**src/rtl/aw_w_b_channel.sv**
```systemverilog
// aw_w_b_channel: write-transaction stage of the sram-to-AXI bridge.
// Turns one data-sram write request into a single-beat AXI write (AW, W, B).
// Only one write may be in flight. busy and the pending address are exported
// so the read stage can hold off a read to the word still being written.
module aw_w_b_channel #(
   parameter logic [3:0] WR_ID = 4'd1
) (
   input  logic        clk,
   input  logic        reset,

   // data sram side
   input  logic        data_sram_req,
   input  logic        data_sram_wr,
   input  logic [1:0]  data_sram_size,
   input  logic [3:0]  data_sram_wstrb,
   input  logic [31:0] data_sram_addr,
   input  logic [31:0] data_sram_wdata,
   output logic        data_sram_wr_addr_ok,
   output logic        data_sram_wr_data_ok,

   // hazard information for the read stage
   output logic        wr_busy,
   output logic [31:0] wr_pending_addr,
   output logic        wr_err,

   // AXI write address channel
   output logic [3:0]  awid,
   output logic [31:0] awaddr,
   output logic [7:0]  awlen,
   output logic [2:0]  awsize,
   output logic [1:0]  awburst,
   output logic [1:0]  awlock,
   output logic [3:0]  awcache,
   output logic [2:0]  awprot,
   output logic        awvalid,
   input  logic        awready,

   // AXI write data channel
   output logic [3:0]  wid,
   output logic [31:0] wdata,
   output logic [3:0]  wstrb,
   output logic        wlast,
   output logic        wvalid,
   input  logic        wready,

   // AXI write response channel
   input  logic [3:0]  bid,
   input  logic [1:0]  bresp,
   input  logic        bvalid,
   output logic        bready
);

   typedef enum logic [1:0] {
      IDLE,
      SEND,
      RESP
   } state_t;

   state_t state;
   state_t state_next;

   logic        accept;
   logic        aw_hs;
   logic        w_hs;
   logic        b_hs;
   logic        aw_fin;
   logic        w_fin;
   logic        send_done;
   logic        aw_done;
   logic        w_done;

   logic [31:0] addr_q;
   logic [31:0] wdata_q;
   logic [3:0]  wstrb_q;
   logic [1:0]  size_q;

   // The response id is not checked: only one write is ever outstanding.
   logic        unused_bid;
   assign unused_bid = ^bid;

   // A write is accepted only while idle; reads are left to the read stage.
   assign accept               = (state == IDLE) && data_sram_req && data_sram_wr;
   assign data_sram_wr_addr_ok = accept;

   assign aw_hs = awvalid && awready;
   assign w_hs  = wvalid && wready;
   assign b_hs  = bvalid && bready;

   // A channel counts as finished if it completed earlier or completes now,
   // so AW and W landing in the same cycle move straight on to RESP.
   assign aw_fin    = aw_done || aw_hs;
   assign w_fin     = w_done || w_hs;
   assign send_done = (state == SEND) && aw_fin && w_fin;

   assign wr_busy         = (state != IDLE);
   assign wr_pending_addr = addr_q;

   // Fixed single-beat incrementing burst fields.
   assign awid    = WR_ID;
   assign awaddr  = addr_q;
   assign awlen   = 8'd0;
   assign awsize  = {1'b0, size_q};
   assign awburst = 2'b01;
   assign awlock  = 2'b00;
   assign awcache = 4'd0;
   assign awprot  = 3'd0;

   assign wid   = WR_ID;
   assign wdata = wdata_q;
   assign wstrb = wstrb_q;
   assign wlast = 1'b1;

   // State register.
   always_ff @(posedge clk) begin
      if (reset) begin
         state <= IDLE;
      end else begin
         state <= state_next;
      end
   end

   // Next-state logic: accept, wait for both AW and W, then wait for B.
   always_comb begin
      state_next = state;
      case (state)
         IDLE: begin
            if (accept) begin
               state_next = SEND;
            end
         end
         SEND: begin
            if (aw_fin && w_fin) begin
               state_next = RESP;
            end
         end
         RESP: begin
            if (b_hs) begin
               state_next = IDLE;
            end
         end
         default: begin
            state_next = IDLE;
         end
      endcase
   end

   // Capture the request payload so AW/W stay stable until their handshakes.
   always_ff @(posedge clk) begin
      if (reset) begin
         addr_q  <= 32'd0;
         wdata_q <= 32'd0;
         wstrb_q <= 4'd0;
         size_q  <= 2'd0;
      end else if (accept) begin
         addr_q  <= data_sram_addr;
         wdata_q <= data_sram_wdata;
         wstrb_q <= data_sram_wstrb;
         size_q  <= data_sram_size;
      end
   end

   // AW and W valids rise together on accept and each drops after its own handshake.
   always_ff @(posedge clk) begin
      if (reset) begin
         awvalid <= 1'b0;
         wvalid  <= 1'b0;
      end else if (accept) begin
         awvalid <= 1'b1;
         wvalid  <= 1'b1;
      end else begin
         if (aw_hs) begin
            awvalid <= 1'b0;
         end
         if (w_hs) begin
            wvalid <= 1'b0;
         end
      end
   end

   // Remember which of AW and W have already completed in this transaction.
   always_ff @(posedge clk) begin
      if (reset) begin
         aw_done <= 1'b0;
         w_done  <= 1'b0;
      end else if (accept) begin
         aw_done <= 1'b0;
         w_done  <= 1'b0;
      end else if (state == SEND) begin
         if (aw_hs) begin
            aw_done <= 1'b1;
         end
         if (w_hs) begin
            w_done <= 1'b1;
         end
      end
   end

   // bready is raised once both request channels are through and held until B arrives.
   always_ff @(posedge clk) begin
      if (reset) begin
         bready <= 1'b0;
      end else if (send_done) begin
         bready <= 1'b1;
      end else if (b_hs) begin
         bready <= 1'b0;
      end
   end

   // Completion pulse and error flag, both one cycle after the B handshake.
   always_ff @(posedge clk) begin
      if (reset) begin
         data_sram_wr_data_ok <= 1'b0;
         wr_err               <= 1'b0;
      end else begin
         data_sram_wr_data_ok <= b_hs;
         wr_err               <= b_hs && (bresp != 2'b00);
      end
   end

endmodule

```
**config.mk**
```make
export PLATFORM = sky130hd
export DESIGN_NAME = aw_w_b_channel
export DESIGN_NICKNAME = d
export VERILOG_FILES = /design/src/rtl/aw_w_b_channel.sv
export SDC_FILE = /design/constraint.sdc
export NUM_CORES = 1
export LEC_CHECK = 0
export CAP_MARGIN = 20
export CORE_MARGIN = 5
export CORE_UTILIZATION = 39
export DETAILED_ROUTE_END_ITERATION = 8
export PLACE_DENSITY = 0.89
export SETUP_SLACK_MARGIN = 0.1
export SLEW_MARGIN = 20
export SYNTH_ARGS = -nofsm -noshare
export SYNTH_HDL_FRONTEND = slang
export SYNTH_SLANG_ARGS = --single-unit
```
**constraint.sdc**
```tcl
create_clock -name clk -period 2.77 [get_ports clk]
set_input_delay 0.4155 -clock clk [delete_from_list [all_inputs] [get_ports clk]]
set_output_delay 0.4155 -clock clk [all_outputs]
set_load 0.005 [all_outputs]
```
### Word-level counts from Yosys, hierarchy flattened

Index checks and enable logic that the tools add are counted.

| operators by class | value |
|---|---|
| equal/unequal tests | 5 |
| reductions and logical operators | 21 |
| multiplexer cells | 10 |

Operators with widths:

| kind | count |
|---|---|
| $reduce_bool 2->1 | 5 |
| $logic_and 1x1->1 | 9 |
| $mux 1 | 6 |
| $mux 2 | 3 |
| $ne 2x2->1 const B | 3 |
| $pmux 2 s3 | 1 |
| $reduce_and 2->1 | 2 |
| $reduce_and 3->1 | 1 |
| $eq 2x1->1 const B | 1 |
| $eq 2x2->1 const B | 1 |
| $logic_not 2->1 | 1 |
| $logic_or 1x1->1 | 2 |
| $reduce_or 2->1 | 1 |

| storage, ports and cells | value |
|---|---|
| input bits | 83 |
| bits in registers | 79 |
| output and inout port bits | 138 |
| logic and storage cells | 48 |

### Depth between registers and ports, before layout

Gate-level depths: netlist of the first run.

| logic depth | value |
|---|---|
| depth after elaboration | 5 |
| gate-level depth with buffers | 5 |
| mapped depth without buffers | 4 |

### Worst setup path after synthesis of the first run

Ideal clock, no wire load.

| timing | value |
|---|---|
| path type | reg2out |
| from | reg state[1] |
| to | out data_sram_wr_addr_ok |
| arrival | 825 ps |
| setup slack | 1530 ps |
| stages on the path, launching flop included | 4 |
| required time | 2355 ps |
| buffers on the path | 1 |
| cell sequence | dfxtp_1 -> nand4bb_4 -> inv_6 -> buf_6 |

| between the ends | value |
|---|---|
| longest elaborated chain between the ends | 3 |

RTL lines:

| what | line | RTL |
|---|---|---|
| start, declared | 59 | `state_t state;` |
| start signal, assigned | 118 | `state <= state_next;` |
| $logic_not 2->1 | 82 | `assign accept = (state == IDLE) && data_sram_req && data_sram_wr;` |
| $logic_and 1x1->1 (2 in a row) | 82 |  |
| end, declared | 18 | `output logic data_sram_wr_addr_ok,` |

Every way passes these cells.

### Worst setup path in the final report of the first run

| timing | value |
|---|---|
| from | in data_sram_wr |
| to | out data_sram_wr_addr_ok |

| between the ends | value |
|---|---|
| longest elaborated chain between the ends | 1 |

RTL lines:

| what | line | RTL |
|---|---|---|
| start, declared | 13 | `input logic data_sram_wr,` |
| $logic_and 1x1->1 | 82 |  |

Every way passes these cells.

==> flow_metrics.env, run 1 <==
export IMPL_drive_gt1_frac=0.05455
export IMPL_crit_top_cell="clkdlybuf4s50_1"
export IMPL_routabilityCongestion=0.7400
export IMPL_yosysTopAreaCellShare=0.4755
export IMPL_relSlewSlack=0.4626
export IMPL_drt_iter0_markers=106
export IMPL_synthTopCellsByArea="dfxtp_1 48%, nand2_1 16%, buf_4 14%"
export IMPL_initial_core_util=0.4027
export IMPL_rr_worst_depth=5
export IMPL_grt_pass1_wl_um=14030
export IMPL_maxCapViolCount=0
export IMPL_synth_area_per_cell_um2=8.293
export IMPL_power_total_w=0.002577
export IMPL_layout_common_cells="186 x clkdlybuf4s50_1, 142 x nand2_1, 79 x dfxtp_1"
export IMPL_ys_seq_area_frac=0.4755
export IMPL_dp_cells=639
export IMPL_drt_vias_per_instance=4.499
export IMPL_dieArea_um2=10470
export IMPL_critPathMaxFanout=2
export IMPL_path_class="primary input to output port"
export IMPL_core_um2=8258
export IMPL_track_usage=0.1699
export IMPL_io_pins=221
export IMPL_layout_cells_most_common="clkdlybuf4s50_1"
export IMPL_r2r_end="awaddr[17]$_SDFFE_PP0P_"
export IMPL_yosysTopAreaCell="dfxtp_1"
export IMPL_dr_pass1_iters=4
export IMPL_hp_class="flop to flop"
export IMPL_drtAntennaViolNets=0
export IMPL_slowest_delay_ns=0.52
export IMPL_synth_distinct_cells=22
export IMPL_start_kind="primary input"
export IMPL_setup_viol=0
export IMPL_die_h_um=102.3
export IMPL_p_per_area_nw_per_um2=514.2
export IMPL_via_count=2947
export IMPL_power_share_combinational=0.159
export IMPL_cts_setup_buffers=0
export IMPL_grt_max_degree=74
export IMPL_stdcell_count=655
export IMPL_cts_resized=0
export IMPL_cts_htree_levels=3
export IMPL_portBuffers=187
export IMPL_crit_path_end="data_sram_wr_addr_ok"
export IMPL_cts_buffers=9
export IMPL_hold_buffers=0
export IMPL_cp_data_required_time_ns=2.35
export IMPL_r2r_start="state[1]$_SDFFE_PP0P_"
export IMPL_p_clk_frac=0.368
export IMPL_hold_ws_ns=0.4549
export IMPL_grt_overflow_total=0
export IMPL_peakVddDrop_mv=0.3242
export IMPL_fp_row_count=33
export IMPL_critical_path_top_delay_family="buffers and inverters"
export IMPL_dp_hpwl_um=6900
export IMPL_wl_um=9207
export IMPL_min_period_ns=2.079
export IMPL_end_kind="output port"
export IMPL_fin_nets=628
export IMPL_die_width_um=102.3
export IMPL_path_cells="clkdlybuf4s50_1, nand4bb_4, inv_6, clkdlybuf4s50_1"
export IMPL_switching_power_w=0.0005824
export IMPL_syn_area_um2=3326
export IMPL_antenna_found_initial=0
export IMPL_cts_tree="done"
export IMPL_rsz0062_at_grt="false"
export IMPL_cts_sinks=79
export IMPL_fin_crit_sh=0.7505
export IMPL_ys_warn_count=0
export IMPL_fmax_mhz=481.0
export IMPL_clockRootBuffer="clkbuf_8"
export IMPL_cp_num_buf_inv=3
export IMPL_fin_worst_skew_ns=0.007838
export IMPL_switching_share=0.2260
export IMPL_cp_slowest_cell="clkdlybuf4s50_1"
export IMPL_cp_num_cells=4
export IMPL_routedWlPerCell_um=14.06
export IMPL_p_leak_nw=1.820
export IMPL_worstSkewPairLatency_ns=0.34
export IMPL_synth_seq_cells=79
export IMPL_status="finished, final reports clean"
export IMPL_finalSetupTns_ns=0
export IMPL_crit_path_start="data_sram_wr"
export IMPL_crit_arrival_ns=1.66
export IMPL_hold_violations=0
export IMPL_clk_pin_slew_worst_paths_ns=0.08
export IMPL_netlist_instances=401
export IMPL_internal_power_w=0.001994
export IMPL_worstMarginPinSlew_ns=0.8062
export IMPL_synthToLayoutAreaGrowth_pct=50.68
export IMPL_pwr_share_seq=0.473
export IMPL_clk_path_buf_depth=2
export IMPL_drc=0
export IMPL_slew_violations=0
export IMPL_regToRegSetupSlack_ns=1.13
export IMPL_diodes=0
export IMPL_grt_pass1_vias=2928
[kinds of logic after synthesis]
logic type | after synthesis | share of synthesized area
AND/OR/NAND/NOR | 152 | 0.1840
flip-flops | 79 | 0.4755
other | 2 | 0.002258
buffers and inverters | 87 | 0.2047
AO/OA/AOI/OAI | 81 | 0.1336
[cell type report]
cell class,count,area (um^2)
Clock buffer,13,158.9
Clock inverter,3,65.06
Fill cell,719,3247
Inverter,2,12.51
Multi-Input combinational cell,262,1165
Sequential cell,79,1582
Tap cell,105,131.4
Timing Repair Buffer,191,1897
[layer usage]
| layer | share of wire | GRT usage | routed length, um |
|---|---|---|---|
| met4 | 0.017 | 0.06559 | 156 |
| met5 | 0 | 0 | 0 |
| met1 | 0.38 | 0.1875 | 3478 |
| met2 | 0.51 | 0.3043 | 4656 |
| met3 | 0.099 | 0.05256 | 916 |
[worst min-delay path, cell delays in order (launching register included)]
cell	delay, ns
dfxtp_1	0.31
nand2_1	0.05
a21oi_1	0.05
[synthesized netlist by cell type, drive strengths merged]
cell type / number
a21oi: 75
a31oi: 2
buf: 79
clkbuf: 6
conb: 2
dfxtp: 79
inv: 2
nand2: 142
nand2b: 3
nand4bb: 1
nor2: 1
nor2b: 1
nor3: 2
o21a: 1
o21ai: 1
o32ai: 2
or2: 2
[stage by stage]
step | setup WS [ns] | cell area (um^2) | util
finish | 0.6911 | 5011 | 0.6068
global route | 0.6164 | 5011 | 0.6068
CTS | 0.6695 | 5011 | 0.6068
detailed placement | 0.6281 | 4787 | 0.5797
global placement | 0.6739 | 4787 | 0.5797
floorplan | 1.530 | 3427 | -
[power groups by stage]
stage	clock, W	combinational (W)	sequential (W)
2_1_floorplan	0	0.000207	0.00125
3_3_place_gp	0	0.000403	0.00124
3_5_place_dp	0	0.000411	0.00125
4_1_cts	0.000981	0.000414	0.00122
5_1_grt	0.00103	0.000447	0.00123
6_report	0.000949	0.000409	0.00122
[registers in the layout, indices dropped and copies added, names as in the netlist]
signal / count
awaddr: 32
wstrb: 4
state: 2
awvalid: 1
wdata: 32
aw_done: 1
size_q: 2
wr_err: 1
w_done: 1
bready: 1
data_sram_wr_data_ok: 1
wvalid: 1
[worst min-delay path by stage]
| stage | from | to | slack [ns] | cells past startpoint |
|---|---|---|---|---|
| finish | wdata[19]$_SDFFE_PP0P_ | wdata[19]$_SDFFE_PP0P_ | 0.45 | 2 |
| global route | wdata[31]$_SDFFE_PP0P_ | wdata[31]$_SDFFE_PP0P_ | 0.48 | 2 |
| CTS | wdata[12]$_SDFFE_PP0P_ | wdata[12]$_SDFFE_PP0P_ | 0.46 | 2 |
| detailed placement | wdata[12]$_SDFFE_PP0P_ | wdata[12]$_SDFFE_PP0P_ | 0.45 | 2 |
| global placement | wdata[5]$_SDFFE_PP0P_ | wdata[5]$_SDFFE_PP0P_ | 0.44 | 2 |
| floorplan | size_q[0]$_SDFFE_PP0P_ | size_q[0]$_SDFFE_PP0P_ | 0.45 | 2 |
Power figures use the tool's default switching activity.
==> run 2, diff against run 1 <==
--- a/config.mk
+++ b/config.mk
@@ -7,9 +7,9 @@
 export LEC_CHECK = 0
 export CAP_MARGIN = 20
 export CORE_MARGIN = 5
-export CORE_UTILIZATION = 39
+export CORE_UTILIZATION = 36
 export DETAILED_ROUTE_END_ITERATION = 8
-export PLACE_DENSITY = 0.89
+export PLACE_DENSITY = 0.83
 export SETUP_SLACK_MARGIN = 0.1
 export SLEW_MARGIN = 20
 export SYNTH_ARGS = -nofsm -noshare
==> constraint.sdc (replaced) <==
create_clock -name clk -period 2.13 [get_ports clk]
set_input_delay 0.3195 -clock clk [delete_from_list [all_inputs] [get_ports clk]]
set_output_delay 0.3195 -clock clk [all_outputs]
set_load 0.005 [all_outputs]
==> flow_metrics.env, run 2 (same netlist as run 1, synthesis figures left out) <==
export IMPL_clockRootBuffer="clkbuf_8"
export IMPL_track_usage=0.1561
export IMPL_cts_sinks=79
export IMPL_fin_crit_sh=0.9002
export IMPL_maxCapViolCount=0
export IMPL_cts_tree="done"
export IMPL_n_fill_cell=856
export IMPL_cp_num_cells=4
export IMPL_final_util=0.5511
export IMPL_critPathMaxFanout=2
export IMPL_via_count=2941
export IMPL_diodes=0
export IMPL_status="finished, final reports clean"
export IMPL_cts_buffers=9
export IMPL_clk_pin_slew_worst_paths_ns=0.08
export IMPL_grt_pass1_wl_um=14190
export IMPL_fin_nets=628
export IMPL_dieArea_um2=11260
export IMPL_worstMarginPinSlew_ns=0.7556
export IMPL_fmax_mhz=521.5
export IMPL_layout_common_cells="186 x clkdlybuf4s50_1, 142 x nand2_1, 79 x dfxtp_1"
export IMPL_register_area_um2=1582
export IMPL_r2r_start="state[1]$_SDFFE_PP0P_"
export IMPL_drt_vias_per_instance=4.449
export IMPL_dp_hpwl_um=6872
export IMPL_critical_path_top_delay_family="buffers and inverters"
export IMPL_rsz0062_at_grt="false"
export IMPL_slowest_delay_ns=0.54
export IMPL_rr_worst_depth=5
export IMPL_antenna_found_initial=0
export IMPL_finalInstanceArea_um2=5020
export IMPL_setup_viol=0
export IMPL_regToRegSetupSlack_ns=0.47
export IMPL_drc=0
export IMPL_layout_cells_most_common="clkdlybuf4s50_1"
export IMPL_portBuffers=187
export IMPL_drt_iter0_markers=97
export IMPL_hold_buffers=0
export IMPL_cts_setup_buffers=0
export IMPL_cp_slowest_cell="clkdlybuf4s50_1"
export IMPL_initial_core_util=0.3651
export IMPL_peakVddDrop_mv=0.3643
export IMPL_routedWlPerCell_um=13.93
export IMPL_hp_class="primary input to flop"
export IMPL_drtAntennaViolNets=0
export IMPL_die_h_um=106.1
export IMPL_finalSetupTns_ns=0
export IMPL_cts_htree_levels=3
export IMPL_cp_num_buf_inv=3
export IMPL_power_total_w=0.003312
export IMPL_end_kind="output port"
export IMPL_path_class="primary input to output port"
export IMPL_hold_violations=0
export IMPL_fin_worst_skew_ns=0.01261
export IMPL_path_cells="clkdlybuf4s50_1, nand4bb_4, inv_6, clkdlybuf4s50_1"
export IMPL_place_area_um2=4807
export IMPL_crit_arrival_ns=1.60
export IMPL_relSlewSlack=0.4963
export IMPL_hp_start="reset"
export IMPL_routabilityCongestion=0.7425
export IMPL_multi_input_area_um2=1165
export IMPL_clk_path_buf_depth=2
export IMPL_cts_resized=0
export IMPL_core_um2=9109
export IMPL_slew_violations=0
export IMPL_start_kind="primary input"
export IMPL_min_period_ns=1.917
export IMPL_dr_pass1_iters=4
export IMPL_r2r_end="size_q[0]$_SDFFE_PP0P_"
export IMPL_die_width_um=106.1
export IMPL_crit_path_start="data_sram_req"
export IMPL_crit_top_cell="clkdlybuf4s50_1"
export IMPL_io_pins=221
export IMPL_p_leak_nw=1.813
export IMPL_cp_data_required_time_ns=1.81
export IMPL_fp_row_count=35
export IMPL_p_per_area_nw_per_um2=659.8
export IMPL_grt_max_degree=74
export IMPL_drive_gt1_frac=0.05636
export IMPL_grt_overflow_total=0
export IMPL_grt_pass1_vias=2783
export IMPL_crit_path_end="data_sram_wr_addr_ok"
export IMPL_synthToLayoutAreaGrowth_pct=50.94
export IMPL_worstSkewPairLatency_ns=0.33
export IMPL_wl_um=9209
[run 2: cell count changes in the layout (fill, tap and decap cells not counted)]
cell,previous run,this run
clkbuf_1,2,1
buf_12,0,1
clkinvlp_4,0,2
clkinv_2,1,2
clkbuf_8,11,9
buf_4,4,3
[run 2: report_power, final]
part	internal (W)	switching, W
sequential	0.00154	0.0000416
combinational	0.000329	0.000206
clock	0.000657	0.000536
total	0.00253	0.000784
[run 2: metrics by stage]
stage                     instances  setup slack [ns]  hold slack, ns
after floorplan                 428            0.9856          0.4297
after global placement          645            0.1397          0.4420
after detailed placement        645           0.06258          0.4455
after CTS                       661            0.1938          0.3976
after global routing            661            0.1456          0.4162
final                           661            0.2125          0.4062
[run 2: how the worst min path moves through the flow]
stage	slack, ns	endpoint	cells after the start
3_5_place_dp	0.45	wstrb[2]$_SDFFE_PP0P_	2
3_3_place_gp	0.44	wdata[27]$_SDFFE_PP0P_	2
5_1_grt	0.42	awaddr[2]$_SDFFE_PP0P_	2
6_report	0.41	awaddr[2]$_SDFFE_PP0P_	2
4_1_cts	0.40	awaddr[2]$_SDFFE_PP0P_	2
2_1_floorplan	0.43	wr_err$_SDFF_PP0_	1
[run 2: cell type report]
class,instances,share of cell area
clock inverters,6,0.01695
multi-input cells,262,0.2321
flip-flops and latches,79,0.3151
inverters,2,0.002493
repair buffers,191,0.3804
well taps,111,0.02767
clock buffers,10,0.02542
[run 2: layer usage]
| metal | vias up | global-route usage | part of all wire |
|---|---|---|---|
| met3 | 9 | 0.05707 | 0.087 |
| met2 | 115 | 0.2742 | 0.50 |
| li1 | 1474 | - | - |
| met5 | - | 0 | 0 |
| met4 | 0 | 0.05458 | 0.012 |
| met1 | 1343 | 0.1729 | 0.40 |
